===== config.mk =====
export PLATFORM = sky130hd
export DESIGN_NAME = seq_multiplier
export DESIGN_NICKNAME = d
export VERILOG_FILES = /design/src/rtl/seq_multiplier.sv
export SDC_FILE = /design/constraint.sdc
export NUM_CORES = 1
export LEC_CHECK = 0
export ABC_CLOCK_PERIOD_IN_PS = 5590
export CAP_MARGIN = 20
export CORE_ASPECT_RATIO = 0.6
export CORE_UTILIZATION = 50
export CTS_CLUSTER_SIZE = 12
export DETAILED_ROUTE_END_ITERATION = 7
export PLACE_DENSITY = 0.74
export SYNTH_ARGS = -nofsm -noshare
export SYNTH_HDL_FRONTEND = slang
export SYNTH_SLANG_ARGS = --single-unit

===== constraint.sdc =====
create_clock -name clk -period 5.59 [get_ports clk]
set_input_delay 1.118 -clock clk [delete_from_list [all_inputs] [get_ports clk]]
set_output_delay 1.118 -clock clk [all_outputs]
set_load 0.1 [all_outputs]

===== src/rtl/seq_multiplier.sv =====
`default_nettype none
// ============================================================================
// Module      : seq_multiplier
// Description : Iterative radix-2 Booth signed multiplier. One Booth step per
//               clock, start/done handshake, registered 2*WIDTH-bit product
//               that is held stable between completions.
// Revision    : 1.0 - initial release
// ============================================================================
module seq_multiplier #(
  parameter int WIDTH = 16
) (
  input  logic                 clk,
  input  logic                 rst_n,
  input  logic                 start,
  input  logic [WIDTH-1:0]     mul1,
  input  logic [WIDTH-1:0]     mul2,
  output logic                 busy,
  output logic                 done,
  output logic [2*WIDTH-1:0]   mulresult
);

  // Step counter only needs to reach WIDTH-1.
  localparam int CW = (WIDTH > 1) ? $clog2(WIDTH) : 1;
  localparam logic [CW-1:0] c_LAST_STEP = CW'(WIDTH - 1);

  typedef enum logic [1:0] {
    S_IDLE = 2'd0,
    S_RUN  = 2'd1,
    S_DONE = 2'd2
  } state_t;

  state_t               state_q, state_d;
  // Multiplicand and accumulator carry one extra bit so that
  // A - M cannot overflow when M is the most negative value.
  logic [WIDTH:0]       m_q, m_d;
  logic [WIDTH:0]       a_q, a_d;
  logic [WIDTH-1:0]     q_q, q_d;
  logic                 qm1_q, qm1_d;
  logic [CW-1:0]        count_q, count_d;
  logic [2*WIDTH-1:0]   result_q, result_d;
  logic                 busy_q, busy_d;
  logic                 done_q, done_d;

  // Combinational result of one Booth step on the current register state.
  logic [WIDTH:0]       booth_sum;
  logic [WIDTH:0]       step_a;
  logic [WIDTH-1:0]     step_q;
  logic                 step_qm1;

  // One Booth add/subtract followed by an arithmetic right shift of {A,Q,q-1}.
  always_comb begin
    booth_sum = a_q;
    unique case ({q_q[0], qm1_q})
      2'b10:   booth_sum = a_q - m_q;
      2'b01:   booth_sum = a_q + m_q;
      default: booth_sum = a_q;
    endcase
    step_a   = {booth_sum[WIDTH], booth_sum[WIDTH:1]};
    step_q   = {booth_sum[0], q_q[WIDTH-1:1]};
    step_qm1 = q_q[0];
  end

  // Next-state and datapath control; everything defaults to holding.
  always_comb begin
    state_d  = state_q;
    m_d      = m_q;
    a_d      = a_q;
    q_d      = q_q;
    qm1_d    = qm1_q;
    count_d  = count_q;
    result_d = result_q;
    busy_d   = 1'b0;
    done_d   = 1'b0;

    unique case (state_q)
      S_IDLE: begin
        if (start) begin
          // Operands are captured here; later input changes are ignored.
          m_d     = {mul1[WIDTH-1], mul1};
          a_d     = '0;
          q_d     = mul2;
          qm1_d   = 1'b0;
          count_d = '0;
          busy_d  = 1'b1;
          state_d = S_RUN;
        end
      end

      S_RUN: begin
        a_d     = step_a;
        q_d     = step_q;
        qm1_d   = step_qm1;
        count_d = count_q + 1'b1;
        if (count_q == c_LAST_STEP) begin
          // The exact product always fits in 2*WIDTH bits, so the extra
          // accumulator sign bit is dropped.
          result_d = {step_a[WIDTH-1:0], step_q};
          count_d  = '0;
          done_d   = 1'b1;
          state_d  = S_DONE;
        end else begin
          busy_d   = 1'b1;
        end
      end

      S_DONE: begin
        // Start is not sampled here; it is only looked at in IDLE.
        state_d = S_IDLE;
      end

      default: begin
        state_d = S_IDLE;
      end
    endcase
  end

  // State and datapath registers; reset abandons any multiply in flight.
  always_ff @(posedge clk or negedge rst_n) begin
    if (!rst_n) begin
      state_q  <= S_IDLE;
      m_q      <= '0;
      a_q      <= '0;
      q_q      <= '0;
      qm1_q    <= 1'b0;
      count_q  <= '0;
      result_q <= '0;
      busy_q   <= 1'b0;
      done_q   <= 1'b0;
    end else begin
      state_q  <= state_d;
      m_q      <= m_d;
      a_q      <= a_d;
      q_q      <= q_d;
      qm1_q    <= qm1_d;
      count_q  <= count_d;
      result_q <= result_d;
      busy_q   <= busy_d;
      done_q   <= done_d;
    end
  end

  assign busy      = busy_q;
  assign done      = done_q;
  assign mulresult = result_q;

endmodule
`default_nettype wire

==> metrics.txt <==
outcome completed; Clock Tree Buf Depth 2; placed cell count 717; final cell count without fillers ~730; min cycle time layout between 3 and 4 ns; Unique masters post-synth 56; maximum fanout along the worst path 9; Hold/Removal Path Class reg2reg; simple-gate share of the synthesized area 18.0%; setup bufs post-CTS 0; Setup-failing EPs final 0; via/cell ratio ~5.7; GRT Util Overall between 20% and 30%; Mapped Cells around 550; max-slew violations 0; vias in the first global route 3,928; multiplexer area fraction after synthesis between 5 and 6%; Core ar. roughly 9400 um2; post-DP HPWL ~8400 um; RSZ-0062 raised after global routing no; initial antenna violation count 0; Synth Area in Compound Gates 18.3%; worst slew pin tran around 1.1 ns; IO buf count just under 70; total grt overflow 0; I/O pin count 69; max-cap violation count 0; die width approximately 130 um; drt first pass iters 5; Achievable Freq approximately 260 MHz; met3 usage 5.53%; cts hold-fix bufs 0; critical path data arrival time 3.99 ns; clock transition at the registers of the reported paths around 0.070 ns; first-pass GRT wire length slightly below 20,000 um; standard-cell rows 27; synthesized area per cell between 9 and 10 um2; kind of start point of the critical path register; CTS tree yes; nets about 660; largest family of logic cells by synthesized area compound AO/OA/AOI/OAI gates; 1st-iter DRT viols a little over 300; fin crit share ~68%; H-tree Lvls 3; via count around 4,200; wire per inst approximately 16 um; post-layout util about 64%; ANT cells 0; final-report hold violation count 0; YS warnings 0; ys async rst share 100%; Synth Area in Adders 5.43%; ys flop type dfrtp_1; Fin Clk Skew just under 0.007 ns; largest net degree at the start of global routing 66; Initial Utilization a little over half; clk sinks slightly below 90; CP endpoint kind register; setup TNS 0 ns; GRT busiest layer met1; antenna violation net count after detailed routing 0; xor-xnor portion of the synthesized cell area approximately 4.4%; final WL 12,100 um; Yosys reg bits slightly below 90; die area 10,400 um2; EDFF count, synth 0; PostCTS Resize Cnt 0; critical path class reg2reg; Num CTS Buffers 9; clk_lat worst skew roughly 0.35 ns; GP Congestion 0.953; DR DRC count 0; Slew HR 24.7%; root buffer cell clkbuf_16; grt met2 use a little over a third; share of layout cells above drive strength 1 approximately 8.1%; Synth Net Count 602; area growth from synthesis to layout 20.8%; Chip Height 79.3 um; Synth Cell Area around 5000 um2; Req. time, crit path 5.79 ns; post-synthesis sequential area ratio between 40% and 50%; M1 GR Usage between 30% and 40%
-- cells in the final DEF (no fill, tap or decap), types with 2 or more instances in the layout --
cell type / Yosys / final
a21o_1: 7 / 7
a21oi_1: 44 / 44
a221oi_1: 2 / 2
a22o_1: 5 / 5
a22oi_1: 14 / 14
a31oi_1: 2 / 2
a32oi_1: 2 / 2
and3_1: 3 / 3
buf_4: 1 / 6
clkbuf_16: 0 / 9
clkdlybuf4s50_1: 0 / 67
dfrtp_1: 89 / 89
ha_1: 20 / 20
inv_1: 16 / 16
inv_6: 0 / 2
mux2_2: 15 / 15
mux2i_1: 8 / 8
nand2_1: 96 / 96
nand2b_1: 6 / 6
nand3_1: 4 / 4
nand4_1: 4 / 4
nor2_1: 28 / 28
nor2b_1: 19 / 19
nor3_1: 13 / 13
nor3b_1: 2 / 2
o2111ai_1: 2 / 2
o21ai_0: 56 / 56
o21ai_1: 2 / 2
o21bai_1: 3 / 2
o31ai_1: 4 / 4
or4b_2: 2 / 2
xnor2_1: 9 / 9
xor2_1: 16 / 16
-- synthesized netlist by cell type, drive strengths merged, types with 9 or more instances --
master	number	share of area, %
a21oi	45	4.6
a22oi	14	2.1
clkbuf	28	2.3
dfrtp	89	45
ha	20	5.0
inv	16	1.2
mux2	15	3.4
nand2	96	7.2
nor2	29	2.2
nor2b	19	2.4
nor3	13	1.3
o21ai	58	5.8
xnor2	9	1.6
xor2	16	2.8
-- cell type report --
cell class / instances / area [um2]
multi-input combinational: 409 / 2550
inverter: 16 / 60.1
clock inverter: 5 / 38.8
sequential: 89 / 2230
tap: 130 / 163
clock buffer: 11 / 243
fill: 764 / 3410
timing repair buffer: 74 / 731
-- logic make-up after synthesis --
| logic type | Yosys count |
|---|---|
| simple gates | 188 |
| compound gates | 152 |
| flops | 89 |
| buf+inv | 48 |
| xor+xnor | 25 |
| mux | 23 |
| fa+ha+maj | 21 |
-- sequential cells by signal, summed over array words and instances (netlist names) --
| signal | count |
|---|---|
| state_q | 2 |
| a_q | 16 |
| count_q | 4 |
| done | 1 |
| busy | 1 |
| m_q | 16 |
| qm1_q | 1 |
| mulresult | 32 |
| q_q | 16 |
-- worst max-delay path, stage by stage (launching register included) --
cell,delay [ns]
dfrtp_1,0.42
or4_4,0.57
nor4_1,0.43
a21oi_1,0.16
xor2_1,0.18
ha_1,0.39
a21o_1,0.23
a21o_2,0.22
a221oi_1,0.41
and4b_4,0.31
nor3_1,0.04
o21ai_0,0.18
o31ai_1,0.09
-- per-stage QoR --
step	hold WS [ns]	area (um2)	worst slack, ns
after floorplan	0.450	4970	2.23
final	0.474	6010	1.81
after CTS	0.481	6000	1.79
after detailed placement	0.465	5710	1.90
after global routing	0.501	6010	1.50
after global placement	0.457	5710	2.03
-- path summary, 6_finish.rpt --
path,from,slack (ns),to,cells after the start
setup / recovery,m_q[8],1.81,a_q[15],12
hold / removal,mulresult[1],0.47,mulresult[1],2
setup reg to reg,m_q[8],1.81,a_q[15],12
hold reg to reg,mulresult[1],0.47,mulresult[1],2
max in group asynchronous,rst_n,3.79,q_q[4],2
min in group asynchronous,rst_n,0.68,mulresult[2],1
-- per-layer routing --
metal  vias up  share of wire, %
met5         -                 0
met4         0               1.8
met3        24               5.5
met2       142                43
met1      1995                50
li1       2012                 -
Power is not shown: default switching activity piles up to over one toggle a cycle in this logic, so the estimate is an artifact.
